==> config.mk <==
export PLATFORM = sky130hd
export DESIGN_NAME = ps2_paddle_keys
export DESIGN_NICKNAME = d
export VERILOG_FILES = /design/src/rtl/ps2_paddle_keys.sv
export SDC_FILE = /design/constraint.sdc
export NUM_CORES = 1
export LEC_CHECK = 0
export CAP_MARGIN = 20
export CORE_MARGIN = 2
export CORE_UTILIZATION = 58
export DETAILED_ROUTE_END_ITERATION = 8
export PLACE_DENSITY_LB_ADDON = 0.2
export SLEW_MARGIN = 20
export SYNTH_ARGS = -nofsm -noshare
export SYNTH_HDL_FRONTEND = slang
export SYNTH_SLANG_ARGS = --single-unit
==> constraint.sdc <==
create_clock -name clk -period 2 [get_ports clk]
set_input_delay 0.4 -clock clk [delete_from_list [all_inputs] [get_ports clk]]
set_output_delay 0.4 -clock clk [all_outputs]
set_load 0.02 [all_outputs]
==> src/rtl/ps2_paddle_keys.sv <==
// ps2_paddle_keys
// PS/2 keyboard receiver plus Set-2 scancode decoder that keeps one held bit
// per paddle key. The raw PS/2 lines are synchronized and the clock is glitch
// filtered before a small receive FSM assembles 11-bit frames. A decoder then
// tracks the E0/F0 prefixes and sets or clears the mapped key bits.

`timescale 1ns/1ps

module ps2_paddle_keys #(
    parameter int          FILTER_LEN = 8,
    parameter int          TIMEOUT    = 200000,
    parameter logic [7:0]  KEY_LU     = 8'h1D,
    parameter logic [7:0]  KEY_LD     = 8'h1B,
    parameter logic [7:0]  KEY_RU     = 8'h75,
    parameter logic [7:0]  KEY_RD     = 8'h72
) (
    input  logic       clk,
    input  logic       reset,
    input  logic       ps2_clk,
    input  logic       ps2_data,
    output logic [3:0] key_out,
    output logic [7:0] code,
    output logic       code_valid,
    output logic       frame_err
);

    // Counter widths sized so the terminal values always fit.
    localparam int FILT_W = $clog2(FILTER_LEN + 1);
    localparam int TO_W   = $clog2(TIMEOUT + 1);

    localparam logic [7:0] CODE_EXT = 8'hE0;
    localparam logic [7:0] CODE_BRK = 8'hF0;

    typedef enum logic {
        IDLE,
        RECV
    } rxState_t;

    // Synchronizer stages. Idle PS/2 lines are high, so reset to 1.
    logic              r_clkMeta;
    logic              r_clkSync;
    logic              r_dataMeta;
    logic              r_dataSync;

    // Glitch filter state and the falling-edge strobe with its data sample.
    logic              r_clkFilt;
    logic [FILT_W-1:0] r_filtCnt;
    logic              r_fallStb;
    logic              r_dataBit;

    // Receive FSM state.
    rxState_t          r_state;
    logic [3:0]        r_bitCnt;
    logic [7:0]        r_shift;
    logic              r_parity;
    logic [TO_W-1:0]   r_timeout;
    logic [7:0]        r_code;
    logic              r_codeValid;
    logic              r_frameErr;

    // Decoder state.
    logic              r_ext;
    logic              r_brk;
    logic [3:0]        r_keys;

    // Frame quality: odd parity over data plus parity bit.
    logic              w_parityOk;
    logic              w_filtDone;

    assign w_parityOk = (^r_shift) ^ r_parity;
    assign w_filtDone = (r_filtCnt == FILT_W'(FILTER_LEN - 1));

    // Two-flop synchronizers for the asynchronous PS/2 clock and data lines.
    always_ff @(posedge clk) begin
        if (reset) begin
            r_clkMeta  <= 1'b1;
            r_clkSync  <= 1'b1;
            r_dataMeta <= 1'b1;
            r_dataSync <= 1'b1;
        end else begin
            r_clkMeta  <= ps2_clk;
            r_clkSync  <= r_clkMeta;
            r_dataMeta <= ps2_data;
            r_dataSync <= r_dataMeta;
        end
    end

    // Accept a new PS/2 clock level only after FILTER_LEN consecutive equal
    // samples; a filtered 1->0 change strobes a falling edge and latches data.
    always_ff @(posedge clk) begin
        if (reset) begin
            r_clkFilt <= 1'b1;
            r_filtCnt <= '0;
            r_fallStb <= 1'b0;
            r_dataBit <= 1'b1;
        end else begin
            r_fallStb <= 1'b0;
            if (r_clkSync == r_clkFilt) begin
                r_filtCnt <= '0;
            end else if (w_filtDone) begin
                r_filtCnt <= '0;
                r_clkFilt <= r_clkSync;
                if (!r_clkSync) begin
                    r_fallStb <= 1'b1;
                    r_dataBit <= r_dataSync;
                end
            end else begin
                r_filtCnt <= r_filtCnt + FILT_W'(1);
            end
        end
    end

    // Receive FSM: start bit, 8 data bits LSB first, parity, stop; aborts a
    // partial frame when no falling edge arrives for TIMEOUT cycles.
    always_ff @(posedge clk) begin
        if (reset) begin
            r_state     <= IDLE;
            r_bitCnt    <= '0;
            r_shift     <= '0;
            r_parity    <= 1'b0;
            r_timeout   <= '0;
            r_code      <= '0;
            r_codeValid <= 1'b0;
            r_frameErr  <= 1'b0;
        end else begin
            r_codeValid <= 1'b0;
            r_frameErr  <= 1'b0;
            case (r_state)
                IDLE: begin
                    r_timeout <= '0;
                    if (r_fallStb && !r_dataBit) begin
                        r_state  <= RECV;
                        r_bitCnt <= '0;
                    end
                end
                RECV: begin
                    if (r_fallStb) begin
                        r_timeout <= '0;
                        r_bitCnt  <= r_bitCnt + 4'd1;
                        if (r_bitCnt < 4'd8) begin
                            r_shift <= {r_dataBit, r_shift[7:1]};
                        end else if (r_bitCnt == 4'd8) begin
                            r_parity <= r_dataBit;
                        end else begin
                            r_state  <= IDLE;
                            r_bitCnt <= '0;
                            if (w_parityOk && r_dataBit) begin
                                r_code      <= r_shift;
                                r_codeValid <= 1'b1;
                            end else begin
                                r_frameErr <= 1'b1;
                            end
                        end
                    end else if (r_timeout == TO_W'(TIMEOUT)) begin
                        r_frameErr <= 1'b1;
                        r_state    <= IDLE;
                        r_bitCnt   <= '0;
                        r_timeout  <= '0;
                    end else begin
                        r_timeout <= r_timeout + TO_W'(1);
                    end
                end
                default: begin
                    r_state <= IDLE;
                end
            endcase
        end
    end

    // Scancode decoder: E0/F0 arm the prefixes, any other byte applies them
    // to the mapped keys and then clears them; receive errors drop prefixes.
    always_ff @(posedge clk) begin
        if (reset) begin
            r_keys <= '0;
            r_ext  <= 1'b0;
            r_brk  <= 1'b0;
        end else if (r_frameErr) begin
            r_ext <= 1'b0;
            r_brk <= 1'b0;
        end else if (r_codeValid) begin
            if (r_code == CODE_EXT) begin
                r_ext <= 1'b1;
            end else if (r_code == CODE_BRK) begin
                r_brk <= 1'b1;
            end else begin
                if (!r_ext && (r_code == KEY_LU)) begin
                    r_keys[3] <= !r_brk;
                end
                if (!r_ext && (r_code == KEY_LD)) begin
                    r_keys[2] <= !r_brk;
                end
                if (r_ext && (r_code == KEY_RU)) begin
                    r_keys[1] <= !r_brk;
                end
                if (r_ext && (r_code == KEY_RD)) begin
                    r_keys[0] <= !r_brk;
                end
                r_ext <= 1'b0;
                r_brk <= 1'b0;
            end
        end
    end

    assign key_out    = r_keys;
    assign code       = r_code;
    assign code_valid = r_codeValid;
    assign frame_err  = r_frameErr;

endmodule
### Word level (Yosys, flattened, before mapping)

Index checks and enable logic that the tools add are counted.

| storage, ports and cells | value |
|---|---|
| register bits | 59 |
| input bits | 4 |

| operators by class | value |
|---|---|
| order comparisons | 1 |
| add/sub/neg operators | 3 |
| multiplexer cells | 25 |
| bitwise operators | 11 |
| equal/unequal tests | 13 |
| reduce and logical (&&, ||, !) cells | 27 |

Operators with widths:

| operator | count |
|---|---|
| 18-bit two-way mux | 2 |
| 18-bit case mux with 2 select lines | 1 |
| 5-bit AND reduction | 5 |
| 4-bit two-way mux | 5 |
| 18-bit by 1-bit adder with 18-bit output (second input constant) | 1 |
| 18-bit == test (second input constant) | 1 |
| 8-bit by 5-bit == test with 1-bit output (second input constant) | 2 |
| 8-bit by 7-bit == test with 1-bit output (second input constant) | 2 |
| 8-bit == test (second input constant) | 2 |
| 1-bit two-way mux | 15 |
| 1-bit inverter | 10 |
| 4-bit by 1-bit adder with 4-bit output (second input constant) | 2 |
| 4-bit case mux with 2 select lines | 1 |
| 2-bit AND reduction | 4 |
| 8-bit parity | 1 |
| 1-bit logical AND | 6 |
| 3-bit AND reduction | 2 |
| 3-bit OR reduction | 2 |
| 5-bit OR reduction | 1 |
| 4-bit by 3-bit == test with 1-bit output (second input constant) | 1 |
| 4-bit == test (second input constant) | 1 |
| 4-bit < comparator (second input constant) | 1 |
| 2-bit inequality test (second input constant) | 2 |
| 4-bit AND reduction | 1 |
| other kinds (6) | 9 |

### Longest topological paths before layout

| logic depth | value |
|---|---|
| depth after elaboration | 7 |
| gate-level depth with buffers | 7 |

### Least setup slack after synthesis

No wires, ideal clock.

| timing path | value |
|---|---|
| path type | flip-flop to flip-flop |
| start | register r_code[3], in the netlist code[3] |
| end | register r_keys[3], in the netlist key_out[3] |
| setup slack | 207 ps |
| period minus slack after synthesis | 1793 ps |
| data arrival time | 1666 ps |
| cell stages (with the launch flop) | 6 |
| required time | 1872 ps |
| path through | dfxtp_1 -> or4b_2 -> nor4_1 -> nand2b_1 -> mux2i_1 -> nor2_1 |

| between the ends | value |
|---|---|
| cells in the longest elaborated chain, start to end | 3 |
| elaborated cells between the ends (all ways) | 7 |

Ends and longest elaborated chain:

| item | line | text |
|---|---|---|
| start: declaration | 57 | `logic [7:0] r_code;` |
| start signal: assignment | 148 | `r_code <= r_shift;` |
| 8-bit by 5-bit == test with 1-bit output (tied with other cells) | 186 | `if (!r_ext && (r_code == KEY_LU)) begin` |
| 1-bit logical AND / 1-bit inverter (equally long branches) | - |  |
| 5-bit AND reduction (no source line) (*) | - |  |
| end signal: assignment | 187 | `r_keys[3] <= !r_brk;` |
| end: declaration | 64 | `logic [3:0] r_keys;` |

Every way passes the cells marked *; elsewhere a longest branch is shown, timed or not.
A chain may end at the register's enable or synchronous reset.

### Worst setup path after layout

| timing path | value |
|---|---|
| start | register r_shift[6] |
| end | register r_code[5], in the netlist code[5] |

| between the ends | value |
|---|---|
| cells in the longest elaborated chain, start to end | 4 |

Ends and longest elaborated chain:

| item | line | text |
|---|---|---|
| start: declaration | 54 | `logic [7:0] r_shift;` |
| start signal: assignment | 141 | `r_shift <= {r_dataBit, r_shift[7:1]};` |
| 8-bit parity | 70 | `assign w_parityOk = (^r_shift) ^ r_parity;` |
| 1-bit XOR | 70 |  |
| 1-bit logical AND | 147 | `if (w_parityOk && r_dataBit) begin` |
| 5-bit AND reduction (no source line) | - |  |

Every way passes these cells.

==> results.md <==
* Status: finished clean
* Least-Margin Pin Slew at 0.427 ns
* Antenna diodes at 0
* Port bufs at 17
* Top FF cell, synth: dfxtp_1
* Fin util at 0.704
* Postcts setup bufs at 0
* Worst Hold Depth at 1
* Total Power Consumption at 0.00236 W
* Hold buffer count at cts at 0
* Share of layout cells above drive strength 1 at 0.114
* Worst Setup End Kind: flop
* Setup slack, reg-to-reg at 0.17 ns
* Dominant cells by area after synthesis: dfxtp_1 (46%), mux2i_1 (7.4%), nor2_1 (5.5%)
* Hold Path Sink: r_clkSync
* Overall Global Routing Usage at 0.213
* Detail Route Antenna Nets at 0
* Hold Crit Class: flop to flop
* Fin. max-slew vios at 0
* CORE AREA at 4320 sq um
* Worst-Skew Late Latency at 0.33 ns
* Initial Util at 0.597
* Setup CP Type: flop to flop
* Share of the synthesized area in the top cell type at 0.457
* Area leader, netlist: dfxtp_1
* Peak VDD IR at 640 uV
* Gate Count Post-Synth at 284
* Global-route wire length before repair at 8420 microns
* CP Max Fanout at 9
* Die Span X at 70.7 microns
* Worst Skew at 0.00552 ns
* Vias in the first global route at 1826
* Antenna violations before repair at 0
* Num ports at 18
* Post-synth EDFFs at 0
* Synth cell count leaders: dfxtp_1 (59), nor2_1 (38), nand2_1 (31), mux2i_1 (19)
* TNS Setup at 0 ns
* Chip Height at 70.7 microns
* Startpoint types: flop
* Placed cell area at around 2800 sq um
* Largest net degree at the start of global routing at 18
* RSZ-0062 raised after global routing: false
* Synthesized flop and latch total at between 50 and 60
* GRT overflow at 0
* Clock buffer count from CTS at 9
* Synth unique cells at 42
* Relative slew margins at 0.713
* Max Clock Freq at 0.546 GHz
* Leakage at approximately 1.1 nW
* Area delta synth->final at 17.8%
* Final hold vios at 0
* Reg-to-Reg End: code[5]
* Max Buffers Root-to-Sink at 2
* Critical path arrival at 2.09 ns
* Syn avg cell area at 9.09 sq um
* CTS sink cnt at 59
* Residual DRC count at 0
* Post-Route WL at 4810 microns
* Fin crit share at 0.916
* # nets final at 321
* Synthesized cell area at 2580 sq um
* Routed len/inst at 13.1 microns
* Hpwl dp at 3440 microns
* Most frequent cell after synthesis: dfxtp_1
* CTS root buffer: clkbuf_8
* DR iter-0 viols at 74
* Yosys Warn Count at 0
* RD Place Congestion at 0.802
* CTS tree: yes
* R2R depth at 6
* Avg Vias per Cell at 5.43
* Router iterations before antenna repair at 4
* Row count at 24
* Finished Cell Area at 3040 sq um
* Via count at 1998
* R2R Path Start: r_shift[6]
* H-tree depth at 3
* Max Cap Viol at 0
* PwrDens at 775 nW/um^2
* Sequential area share after synthesis at 0.457
* Die Area at 5000 sq um
* Post-synth ARST share at 0
* Hold Path Origin: r_clkMeta
* Reg clk slew, reported paths at 0.06 ns
* Period minus WS final at approximately 1.8 ns
* Worst EP required at approximately 2.3 ns
* Final setup fails at 0
* Mapped Nets at 294
[worst max-delay path: stages (launching register included)]
cell and delay [ns]:
dfxtp_1 0.39, xnor2_1 0.14, xnor3_1 0.44, mux2i_1 0.19, nor3b_2 0.21, buf_6 0.18
mux2i_1 0.20
[cell type report]
type | instances | area (sq um)
flip-flops and latches | 59 | 1180
multi-input cells | 201 | 1290
clock buffers | 11 | 131
inverters | 15 | 56.3
repair buffers | 25 | 234
fillers | 344 | 1280
clock inverters | 5 | 77.6
well taps | 52 | 65.1
[worst max path at each step]
stage	depth (start not counted)	slack, ns	from	to
detailed placement	5	0.09	code[3]	key_out[3]
finish	6	0.17	r_shift[6]	code[5]
global placement	4	0.18	code[3]	key_out[2]
global route	6	0.02	r_shift[6]	code[7]
floorplan	5	0.21	code[3]	key_out[3]
CTS	5	0.07	code[3]	key_out[3]
[cell usage in the layout (no fill, tap or decap), drive strengths merged, types with 4 or more instances in the layout]
cell type       n
and3            4
xor2           13
clkdlybuf4s50  17
xnor2           8
nand4           6
buf             8
o21ai           6
nand2          32
a21oi          10
nor4            6
mux2i          19
inv            15
nand3          15
or2             6
dfxtp          59
clkbuf         11
ha              6
nor2           38
nor3            7
[report_power, final]
part | switching [W] | total (W) | internal (W)
combinational | 0.0000197 | 0.0000333 | 0.0000136
clock | 0.000446 | 0.00114 | 0.000697
sequential | 0.00000136 | 0.00118 | 0.00118
[timing repair]
| item | CTS | global route |
|---|---|---|
| gates resized for setup | 0 | 4 |
| endpoints found under the setup margin | 0 | 10 |
| hold endpoints to repair | 0 | 0 |
[state kept, by name, summed over array words and instances (netlist names), 4 cells and up]
name,flops
code,8
key_out,4
r_bitCnt,4
r_filtCnt,4
r_shift,8
r_timeout,18
[per-stage QoR]
stage,std cells,setup WS [ns],hold slack [ns]
after global routing,368,0.0173,0.436
after floorplan,284,0.207,0.389
final,368,0.169,0.409
after detailed placement,352,0.0947,0.398
after CTS,368,0.0653,0.413
after global placement,352,0.176,0.392
[layer usage]
metal | GRT usage | up-vias | routed length [microns]
met5 | 0 | - | 0
met4 | 0.0860 | 0 | 87
met3 | 0.0613 | 11 | 187
met2 | 0.318 | 39 | 2170
met1 | 0.292 | 922 | 2370
li1 | - | 1026 | -
[cells by family after synthesis]
| family | after synthesis | share of synthesized area |
|---|---|---|
| AOI/OAI and AO/OA | 25 | 0.0620 |
| and+or+nand+nor | 128 | 0.246 |
| xor gates and xnor gates | 23 | 0.0887 |
| DFF | 59 | 0.457 |
| muxes | 19 | 0.0736 |
| buffers and inverters | 24 | 0.0436 |
| adders and majority gates | 6 | 0.0291 |
(Power assumes the default switching activity.)
